### src/rtl/unidad_logica_if.sv
// unidad_logica_if: bundle of handshake and data signals for unidad_logica.
//
// Handshakes (both sides): a transfer happens on a rising clk edge where
// valid and ready are both 1. The producer holds valid and its data until
// that edge. Ready may depend combinationally on the other side's ready,
// but never on valid.
//
// Signals
//   en_valido/en_listo  input side handshake (producer -> unit)
//   op, acum, limpiar   operation select, accumulator select, clear of R
//   X, Y                operands A and B
//   sal_valido/sal_listo output side handshake (unit -> consumer)
//   S                   registered result
//   cuenta              accepted-transaction counter (mod 256)
//   estado              debug view of the output buffer state (1 = full)
//   cero, paridad       result flags, present only with UNIDAD_LOGICA_BANDERAS_EN
//
// Modports: master = producer/consumer side, slave = the logic unit.
interface unidad_logica_if #(parameter int ANCHO = 8);
  logic             en_valido;
  logic             en_listo;
  logic [2:0]       op;
  logic             acum;
  logic             limpiar;
  logic [ANCHO-1:0] X;
  logic [ANCHO-1:0] Y;
  logic             sal_valido;
  logic             sal_listo;
  logic [ANCHO-1:0] S;
  logic [7:0]       cuenta;
  logic             estado;
`ifdef UNIDAD_LOGICA_BANDERAS_EN
  logic             cero;
  logic             paridad;
`endif

  modport master (
    output en_valido, op, acum, limpiar, X, Y, sal_listo,
    input  en_listo, sal_valido, S, cuenta, estado
`ifdef UNIDAD_LOGICA_BANDERAS_EN
    , input cero, paridad
`endif
  );

  modport slave (
    input  en_valido, op, acum, limpiar, X, Y, sal_listo,
    output en_listo, sal_valido, S, cuenta, estado
`ifdef UNIDAD_LOGICA_BANDERAS_EN
    , output cero, paridad
`endif
  );
endinterface

### src/rtl/unidad_logica.sv
// unidad_logica: registered ANCHO-bit logic unit with a one-entry output
// buffer and valid/ready handshakes on both sides.
//
// Ports
//   clk  rising-edge clock
//   rst  asynchronous, active-high reset
//   bus  unidad_logica_if.slave (see interface header for the signal list)
//
// Optional feature: define UNIDAD_LOGICA_BANDERAS_EN to add the registered
// flags cero (result == 0) and paridad (XOR of result bits).
//
// op: 000 A&B, 001 A|B, 010 ~A, 011 ~(A&B), 100 ~(A|B), 101 A^B,
//     110 ~(A^B), 111 A. Operand A is the accumulator R when acum=1.
module unidad_logica #(
  parameter int ANCHO = 8
) (
  input  logic           clk,
  input  logic           rst,
  unidad_logica_if.slave bus
);

  typedef enum logic {
    VACIO = 1'b0,
    LLENO = 1'b1
  } estado_t;

  estado_t          estado_q;
  estado_t          estado_d;
  logic             sal_valido;
  logic             en_listo;
  logic             acepta;
  logic [ANCHO-1:0] operando_a;
  logic [ANCHO-1:0] resultado;
  logic [ANCHO-1:0] s_q;
  logic [ANCHO-1:0] r_q;
  logic [7:0]       cuenta_q;

  // Output buffer state register
  always_ff @(posedge clk or posedge rst) begin
    if (rst) begin
      estado_q <= VACIO;
    end else begin
      estado_q <= estado_d;
    end
  end

  // Next state: the buffer only empties when the consumer takes S and no
  // new result replaces it in the same cycle.
  always_comb begin
    estado_d = estado_q;
    case (estado_q)
      VACIO:   if (acepta) estado_d = LLENO;
      LLENO:   if (bus.sal_listo && !acepta) estado_d = VACIO;
      default: estado_d = VACIO;
    endcase
  end

  // Outputs of the buffer FSM. en_listo looks at sal_listo so a full
  // buffer being drained can be refilled in the same cycle.
  always_comb begin
    sal_valido = (estado_q == LLENO);
    en_listo   = !sal_valido || bus.sal_listo;
  end

  assign acepta = bus.en_valido && en_listo;

  // A clear arriving with an accumulate operation takes effect first, so
  // the operation sees R = 0.
  always_comb begin
    if (bus.acum) begin
      operando_a = bus.limpiar ? '0 : r_q;
    end else begin
      operando_a = bus.X;
    end
  end

  always_comb begin
    resultado = '0;
    case (bus.op)
      3'b000:  resultado = operando_a & bus.Y;
      3'b001:  resultado = operando_a | bus.Y;
      3'b010:  resultado = ~operando_a;
      3'b011:  resultado = ~(operando_a & bus.Y);
      3'b100:  resultado = ~(operando_a | bus.Y);
      3'b101:  resultado = operando_a ^ bus.Y;
      3'b110:  resultado = ~(operando_a ^ bus.Y);
      default: resultado = operando_a;
    endcase
  end

  always_ff @(posedge clk or posedge rst) begin
    if (rst) begin
      s_q      <= '0;
      r_q      <= '0;
      cuenta_q <= '0;
    end else begin
      if (acepta) begin
        s_q      <= resultado;
        cuenta_q <= cuenta_q + 8'd1;
      end
      // Acceptance wins over a plain clear; R always tracks the last result.
      if (acepta) begin
        r_q <= resultado;
      end else if (bus.limpiar) begin
        r_q <= '0;
      end
    end
  end

`ifdef UNIDAD_LOGICA_BANDERAS_EN
  logic cero_q;
  logic paridad_q;

  always_ff @(posedge clk or posedge rst) begin
    if (rst) begin
      cero_q    <= 1'b0;
      paridad_q <= 1'b0;
    end else if (acepta) begin
      cero_q    <= (resultado == '0);
      paridad_q <= ^resultado;
    end
  end

  assign bus.cero    = cero_q;
  assign bus.paridad = paridad_q;
`endif

  assign bus.en_listo   = en_listo;
  assign bus.sal_valido = sal_valido;
  assign bus.S          = s_q;
  assign bus.cuenta     = cuenta_q;
  assign bus.estado     = (estado_q == LLENO);

endmodule

### src/flat_wrapper.sv
// flat-port wrapper written by rule: the top's interface ports become plain ports
module unidad_logica_flat 
#(
  parameter int ANCHO = 8
)
  (clk, rst, bus_en_valido, bus_op, bus_acum, bus_limpiar, bus_X, bus_Y, bus_sal_listo, bus_en_listo, bus_sal_valido, bus_S, bus_cuenta, bus_estado);
  unidad_logica_if #(.ANCHO(ANCHO)) bus_i ();
  input  logic clk;
  input  logic rst;
  input wire logic [$bits(bus_i.en_valido)-1:0] bus_en_valido;
  input wire logic [$bits(bus_i.op)-1:0] bus_op;
  input wire logic [$bits(bus_i.acum)-1:0] bus_acum;
  input wire logic [$bits(bus_i.limpiar)-1:0] bus_limpiar;
  input wire logic [$bits(bus_i.X)-1:0] bus_X;
  input wire logic [$bits(bus_i.Y)-1:0] bus_Y;
  input wire logic [$bits(bus_i.sal_listo)-1:0] bus_sal_listo;
  output wire logic [$bits(bus_i.en_listo)-1:0] bus_en_listo;
  output wire logic [$bits(bus_i.sal_valido)-1:0] bus_sal_valido;
  output wire logic [$bits(bus_i.S)-1:0] bus_S;
  output wire logic [$bits(bus_i.cuenta)-1:0] bus_cuenta;
  output wire logic [$bits(bus_i.estado)-1:0] bus_estado;
  assign bus_i.en_valido = bus_en_valido;
  assign bus_i.op = bus_op;
  assign bus_i.acum = bus_acum;
  assign bus_i.limpiar = bus_limpiar;
  assign bus_i.X = bus_X;
  assign bus_i.Y = bus_Y;
  assign bus_i.sal_listo = bus_sal_listo;
  assign bus_en_listo = bus_i.en_listo;
  assign bus_sal_valido = bus_i.sal_valido;
  assign bus_S = bus_i.S;
  assign bus_cuenta = bus_i.cuenta;
  assign bus_estado = bus_i.estado;
  unidad_logica #(.ANCHO(ANCHO)) u_core (.clk(clk), .rst(rst), .bus(bus_i));
endmodule
### config.mk
export PLATFORM = sky130hd
export DESIGN_NAME = unidad_logica_flat
export DESIGN_NICKNAME = d
export VERILOG_FILES = /design/src/rtl/unidad_logica_if.sv /design/src/rtl/unidad_logica.sv /design/src/flat_wrapper.sv
export SDC_FILE = /design/constraint.sdc
export NUM_CORES = 1
export LEC_CHECK = 0
export ABC_AREA = 1
export CAP_MARGIN = 0
export CORE_AREA = 2 2 65 67
export CTS_CLUSTER_SIZE = 20
export DETAILED_ROUTE_END_ITERATION = 7
export DIE_AREA = 0 0 67 69
export PLACE_DENSITY = 0.86
export RECOVER_POWER = 50
export SLEW_MARGIN = 15
export SYNTH_ARGS = -nofsm -noshare
export SYNTH_HDL_FRONTEND = slang
export SYNTH_SLANG_ARGS = --single-unit
### constraint.sdc
create_clock -name clk -period 2.1 [get_ports clk]
set_clock_uncertainty 0.1 [all_clocks]
set_input_delay 0.63 -clock clk [delete_from_list [all_inputs] [get_ports clk]]
set_output_delay 0.63 -clock clk [all_outputs]
set_load 0.01 [all_outputs]
### Word-level counts from Yosys, hierarchy flattened

Cells that the tools add are included.
Widths: inputs -> output; s select.

| storage, ports and cells | value |
|---|---|
| bits in registers | 25 |
| bits of input ports | 25 |
| output and inout port bits | 19 |
| word-level logic and storage cells | 32 |

| operators by class | value |
|---|---|
| $add $sub $neg | 1 |
| eq/ne operators | 6 |
| multiplexer cells | 7 |
| bitwise logic cells | 8 |
| reductions and logical operators | 6 |

Operators by type and width:

| cell | number |
|---|---|
| $pmux 8 s7 | 1 |
| $not 8->8 | 4 |
| $mux 8 | 3 |
| $eq 3x3->1 const B | 3 |
| $add 8x1->8 const B | 1 |
| $and 8x8->8 | 1 |
| $or 8x8->8 | 1 |
| $xor 8x8->8 | 1 |
| $eq 3x2->1 const B | 2 |
| $eq 3x1->1 const B | 1 |
| $logic_not 3->1 | 1 |
| $logic_and 1x1->1 | 2 |
| $logic_not 1->1 | 2 |
| $mux 1 | 2 |
| $pmux 1 s2 | 1 |
| $logic_or 1x1->1 | 1 |
| $not 1->1 | 1 |

### Longest topological paths before layout

Gate-level depths: netlist of the first run.

| depth | value |
|---|---|
| word-level depth | 7 |
| depth in mapped cells | 13 |
| gate-level depth less buffers | 12 |

### Worst setup path before layout of the first run

OpenSTA, ideal clock, no wires.

| path | value |
|---|---|
| path kind | input-to-reg |
| from | input port bus_acum |
| to | register u_core.s_q[0] (netlist: u_core.bus.S[0]) |
| library setup time | 118 ps |
| data arrival time | 1,785 ps |
| required time | 1,882 ps |
| path slack | 98 ps |
| stages on the path | 13 |
| path buffers | 1 |
| cell sequence | buf_2 inv_1 nand2_1 nand2_1 ha_1 inv_1 nand2_1 nand3_1 nand3_1 nor2_1 nand2_1 nand2_1 nand2_1 |

| on the way | value |
|---|---|
| word-level cells in the longest chain between the ends | 4 |
| elaborated cells on any way between the ends | 9 |
| classes of those cells | 2 x mux; 7 x bitwise |

RTL lines:

| element | RTL line | RTL |
|---|---|---|
| from (decl) | flat_wrapper.sv:12 | `input wire logic [$bits(bus_i.acum)-1:0] bus_acum;` |
| $mux 8 (*) | unidad_logica.sv:70 | `if (bus.acum) begin` |
| $xor 8x8->8, or another cell as far along | unidad_logica.sv:85, unidad_logica.sv:86 |  |
| $not 8->8, on equally long branches | unidad_logica.sv:86, unidad_logica.sv:83, unidad_logica.sv:84 |  |
| $pmux 8 s7 (*) | unidad_logica.sv:79 | `case (bus.op)` |
| to (signal assigned) | unidad_logica.sv:98 | `s_q <= resultado;` |
| to (decl) | unidad_logica.sv:34 | `logic [ANCHO-1:0] s_q;` |

Every way passes the cells marked *; elsewhere a longest branch is shown, timed or not.
A chain may end at the register's enable or synchronous reset.

### Final worst setup path of the first run

| path | value |
|---|---|
| from | input port bus_sal_listo |
| to | output port bus_en_listo |

| on the way | value |
|---|---|
| word-level cells in the longest chain between the ends | 1 |

RTL lines:

| element | RTL line | RTL |
|---|---|---|
| from (decl) | flat_wrapper.sv:16 | `input wire logic [$bits(bus_i.sal_listo)-1:0] bus_sal_listo;` |
| $logic_or 1x1->1 | unidad_logica.sv:62 | `en_listo = !sal_valido \|\| bus.sal_listo;` |
| to (decl) | flat_wrapper.sv:17 | `output wire logic [$bits(bus_i.en_listo)-1:0] bus_en_listo;` |

No other way between the ends.

==> results.json, run 1 <==
{
  "status": "complete, no violations",
  "finalHoldViolations": 0,
  "slowest_delay_ns": 0.45,
  "wl_per_cell_um": 12.6,
  "grt_max_degree": 26,
  "antenna_found_initial": 0,
  "port_buffers": 43,
  "grtUsageMet1": 0.317,
  "globalRouteMet2Util": 0.417,
  "yosys_register_bits": 25,
  "drv_slew": 0,
  "syn_nets": 344,
  "cp_num_buf_inv": 3,
  "post-place-ws_ns": -0.496,
  "root_buffer": "clkbuf_8",
  "first_global_vias": 2115,
  "die_y_um": 69,
  "cpMaxStageDelayCell": "clkdlybuf4s50_1",
  "total_power_mw": 1.78,
  "setup_slack_ns": 0.0656,
  "peakVddDrop_v": 0.000649,
  "synth.top_cell.area_share": 0.320,
  "final.period_utilization": 0.969,
  "cts_tree": "built",
  "die-area_mm2": 0.00462,
  "drt_iter0_markers": 138,
  "wl_um": 5640,
  "ys_seq_area_frac": 0.320,
  "cp-start-kind": "primary input",
  "clock.fmax_ghz": 0.492,
  "hp-class": "reg -> reg",
  "yosys-top-cells-area": "dfrtp_1 32%, nand2_1 20%, nand3_1 13%",
  "synth_edf_count": 0,
  "period_minus_slack_ns": 2.03,
  "io_pins": 44,
  "track_usage": 0.248,
  "fillers": 311,
  "ys_types": 24,
  "top_usage_layer": "met2",
  "maxCapViolCount": 0,
  "drive_gt1_frac": 0.188,
  "cp.arrival_ns": 1.30,
  "crit_family": "buffers and inverters",
  "nets": 433,
  "yosys_warnings": 0,
  "insertedDiodeCount": 0,
  "synth-main-ff-cell": "dfrtp_1",
  "async_flop_share": 1.00,
  "gr-total-overflow": 0,
  "holdBufCountCts": 0,
  "cp_cell_sequence": "clkdlybuf4s50_1 > inv_1 > nand2_1 > buf_2",
  "start_util": 0.500,
  "grt_pass1_wl_um": 9090,
  "postRouteAntennaNets": 0,
  "viasPerCell": 5.08,
  "die_w_um": 67,
  "syn2layout_area_growth_pct": 47.2,
  "critPathKind": "in -> out",
  "cp_data_required_time_ns": 1.37,
  "worstSkewPairLatency_ns": 0.27,
  "cp-end-kind": "output pin",
  "leakage_nw": 1.58,
  "pwr_density_cell_mw_per_mm2": 618,
  "placed_area_mm2": 0.00270,
  "use_met3": 0.0473,
  "design.core.area_mm2": 0.00391,
  "slew_headroom": 0.595,
  "avgSynthCellArea_um2": 6.31,
  "fin_area_mm2": 0.00288,
  "cts-htree-levels": 1,
  "clockBufferDepth": 2,
  "cts.sinks": 25,
  "setup_viol_count_final": 0,
  "drc": 0,
  "rows": 23,
  "cts_buffers": 3,
  "crit_fanout": 2,
  "gp_congestion": 0.840,
  "synth_area_mm2": 0.00196,
  "clk_pin_slew_ns": 0.08,
  "synth_cells": 310,
  "tightest_slew_ns": 0.608,
  "dr_total_vias": 2274,
  "dp_hpwl_um": 4040,
  "r2r_setup_slack_ns": 0.45,
  "dr.pass1.iters": 4,
  "yosys.area.top_type": "dfrtp_1"
}
routing by layer:
layer | part of all wire | vias up
li1 | - | 1128
met1 | 0.42 | 1041
met2 | 0.50 | 87
met3 | 0.049 | 18
met4 | 0.024 | 0
met5 | 0 | -
through the flow:
stage	hold slack (ns)	TNS [ns]	util	instances
after floorplan	0.379	0	-	310
after global placement	0.366	-7.42	0.689	435
after detailed placement	0.369	-7.71	0.689	435
after CTS	0.394	0	0.716	446
after global routing	0.410	-0.116	0.736	448
final	0.382	0	0.736	448
flip-flops by register name, indices dropped and copies added (netlist names):
register,cells
u_core.bus.S,8
u_core.bus.estado,1
u_core.bus.cuenta,8
u_core.r_q,8
worst min-delay path: cells and delay by family (launching register included):
kind,cells,cell delay [ns]
DFF,1,0.34
and+or+nand+nor,2,0.11
Yosys cell counts (2+ instances only):
cell and instances:
buf_2 4, buf_4 2, clkinv_1 6, dfrtp_1 25, ha_1 9, inv_1 48
inv_2 2, nand2_1 103, nand3_1 50, nor2_1 34, nor3_1 2, o21ai_0 5
o21ai_1 5, xnor2_1 2, xor2_1 4
final timing paths:
kind,startpoint,endpoint,cells past startpoint
worst max-delay path,bus_sal_listo,bus_en_listo,4
worst min-delay path,u_core.bus.S[7],u_core.bus.S[7],2
worst max register to register,u_core.r_q[1],u_core.r_q[1],11
worst min register to register,u_core.bus.S[7],u_core.bus.S[7],2
max in group asynchronous,rst,u_core.bus.S[5],3
min in group asynchronous,rst,u_core.bus.cuenta[5],3
report_power, final:
part,internal [mW],switching [mW],leakage (nW)
logic,0.411,0.401,1.25
registers,0.591,0.101,0.310
clock network,0.136,0.141,0.0228
total,1.14,0.643,1.58
final cells by class:
cell class | count | area (um2) | area share
clock buffer | 4 | 45.0 | 0.0156
inverter | 56 | 215 | 0.0747
multi-input combinational | 222 | 1150 | 0.401
sequential | 25 | 626 | 0.217
tap | 50 | 62.6 | 0.0217
timing repair buffer | 91 | 777 | 0.270
cells by family after synthesis:
family | share of synthesized area
simple gates | 0.439
fa+ha+maj | 0.0575
flops | 0.320
compound gates | 0.0256
buf+inv | 0.131
xor+xnor | 0.0269
placed cells by master, fill, tap and decap left out:
| cell type | n |
|---|---|
| nand3_4 | 1 |
| clkbuf_8 | 3 |
| nand3_1 | 46 |
| inv_1 | 46 |
| clkbuf_1 | 2 |
| nor3_1 | 2 |
| clkbuf_2 | 2 |
| clkdlybuf4s50_1 | 37 |
| nor2_4 | 1 |
| nor3_4 | 1 |
| inv_2 | 2 |
| ha_4 | 4 |
| nand2_1 | 99 |
| xor2_1 | 4 |
| ha_1 | 5 |
| o21ai_1 | 5 |
| inv_4 | 2 |
| buf_6 | 1 |
| nand2_2 | 5 |
| dlygate4sd3_1 | 3 |
| nand2_4 | 1 |
| o21ai_0 | 5 |
| dfrtp_1 | 25 |
| clkinv_1 | 6 |
| nand3_2 | 5 |
| nand4_1 | 1 |
| xnor2_1 | 2 |
| buf_2 | 1 |
| nor2_2 | 1 |
| buf_4 | 44 |
| nor2_1 | 34 |
| dlygate4sd2_1 | 1 |
| clkbuf_4 | 1 |
repair_timing:
action | 4_1_cts | 5_1_grt
pin swaps | 3 | 2
setup endpoints to repair | 17 | 12
buffers inserted | 7 | 2
gates resized for setup | 12 | 13
Power figures use the tool's default switching activity.
==> inputs of run 2 (changes only) <==
ABC_CLOCK_PERIOD_IN_PS = 2100   (was default)
==> results of run 2 <==
Final layout, timing and power as in run 1 (identical DEF).
==> inputs of run 3 (changes only) <==
ABC_CLOCK_PERIOD_IN_PS = 2400   (was 2100)
CORE_AREA = 2 2 63 65   (was 2 2 65 67)
DIE_AREA = 0 0 65 67   (was 0 0 67 69)
PLACE_DENSITY = 0.9   (was 0.86)
clock period = 2.4 ns   (was 2.1 ns; I/O delays follow)
==> run 3 against run 2 <==
Sequential cell count is the same. Clock-buffer cell count is the same. Cell count shrank 4.9%. Cell area shrank 6.9%. Hold slack gained 0.0079 ns. First-iteration DRC count grew 10%. Total power shrank 16%. Clock power shrank 13%. Critical path type unchanged. Critical endpoint unchanged.
==> results.json, run 3 (synthesized netlist as in run 1, its figures left out) <==
{
  "grt_pass1_wl_um": 8060,
  "fillers": 280,
  "insertedDiodeCount": 0,
  "worstSkewPairLatency_ns": 0.27,
  "clock.fmax_ghz": 0.439,
  "hp-class": "reg -> reg",
  "slowest_delay_ns": 0.45,
  "crit_family": "buffers and inverters",
  "setup_viol_count_final": 0,
  "dr.pass1.iters": 4,
  "drt_iter0_markers": 152,
  "wl_um": 4880,
  "layout_common_cells": "99 x nand2_1, 49 x nand3_1, 46 x inv_1, 38 x clkdlybuf4s50_1, 34 x nor2_1",
  "antenna_found_initial": 0,
  "die-area_mm2": 0.00436,
  "peakVddDrop_v": 0.000595,
  "final.period_utilization": 0.950,
  "dr_total_vias": 2148,
  "rows": 22,
  "setup_slack_ns": 0.120,
  "period_minus_slack_ns": 2.28,
  "port_buffers": 43,
  "cp_num_buf_inv": 3,
  "viasPerCell": 5.04,
  "tightest_slew_ns": 1.27,
  "gr-total-overflow": 0,
  "track_usage": 0.240,
  "gp_congestion": 0.852,
  "wl_per_cell_um": 11.5,
  "maxCapViolCount": 0,
  "start_util": 0.543,
  "first_global_vias": 1929,
  "die_y_um": 67,
  "drv_slew": 0,
  "holdBufCountCts": 0,
  "cts-htree-levels": 1,
  "clk_pin_slew_ns": 0.08,
  "drc": 0,
  "finalHoldViolations": 0,
  "post-place-ws_ns": -0.312,
  "cts.sinks": 25,
  "design.core.area_mm2": 0.00361,
  "clockBufferDepth": 2,
  "syn2layout_area_growth_pct": 37.1,
  "regArea_um2": 626,
  "rsz0062_at_grt": "false",
  "nets": 413,
  "io_pins": 44,
  "cp-end-kind": "output pin",
  "postRouteAntennaNets": 0,
  "cp_data_required_time_ns": 1.58,
  "cts_tree": "built",
  "pwr_density_cell_mw_per_mm2": 555,
  "cp_cell_sequence": "clkdlybuf4s50_1 > inv_1 > nand2_1 > clkbuf_2",
  "crit_fanout": 3,
  "dp_hpwl_um": 3800,
  "slew_headroom": 0.152,
  "status": "complete, no violations",
  "cp.arrival_ns": 1.46,
  "total_power_mw": 1.49,
  "setup-tns-final_ns": 0,
  "grt_max_degree": 26,
  "cts_buffers": 3,
  "die_w_um": 65,
  "critPathKind": "in -> out",
  "leakage_nw": 1.51,
  "root_buffer": "clkbuf_8",
  "cp-start-kind": "primary input",
  "layout_commonest_cell": "nand2_1",
  "drive_gt1_frac": 0.122,
  "cpMaxStageDelayCell": "clkdlybuf4s50_1",
  "multi_input_area_mm2": 0.00109
}
run 3: path summary, 6_finish.rpt:
check,start,endpoint,slack [ns],cells past startpoint
worst max-delay path,bus_sal_listo,bus_en_listo,0.12,4
worst min-delay path,u_core.bus.S[6],u_core.bus.S[6],0.39,2
worst max register to register,u_core.r_q[3],u_core.bus.S[3],0.75,11
worst min register to register,u_core.bus.S[6],u_core.bus.S[6],0.39,2
max in group asynchronous,rst,u_core.bus.cuenta[4],0.36,3
min in group asynchronous,rst,u_core.bus.estado,1.09,3
run 3: worst min-delay path: stages, from the launching register on:
cell     delay, ns
dfrtp_1       0.35
nand2_1       0.05
nand2_1       0.05
run 3: timing repair:
| item | CTS | global route |
|---|---|---|
| setup buffers | 0 | 0 |
| endpoints found under the setup margin | 5 | 17 |
| gates resized for setup | 3 | 11 |
| pin swaps | 0 | 1 |
run 3: report_power, final:
part | total, mW | internal (mW) | switching (mW)
Clock | 0.241 | 0.119 | 0.122
Combinational | 0.642 | 0.327 | 0.315
Sequential | 0.606 | 0.517 | 0.0890
Total | 1.49 | 0.963 | 0.526
run 3: final cells by class:
class | instances | area share
sequential | 25 | 0.233
multi-input combinational | 222 | 0.406
timing repair buffer | 71 | 0.242
tap | 48 | 0.0224
inverter | 56 | 0.0793
clock buffer | 4 | 0.0168
run 3: routing by layer:
metal / up-vias / GRT usage / part of all wire
met2: 79 / 0.427 / 0.49
li1: 1090 / - / -
met4: 0 / 0.0824 / 0.014
met5: - / 0 / 0
met3: 9 / 0.0422 / 0.081
met1: 970 / 0.292 / 0.41
run 3: metrics by stage:
stage,instances,util,hold slack [ns],cell area [um2]
after detailed placement,422,0.728,0.365,2620
after CTS,426,0.740,0.395,2670
after global routing,426,0.744,0.418,2680
after floorplan,310,-,0.379,1960
after global placement,422,0.728,0.366,2620
final,426,0.744,0.390,2680
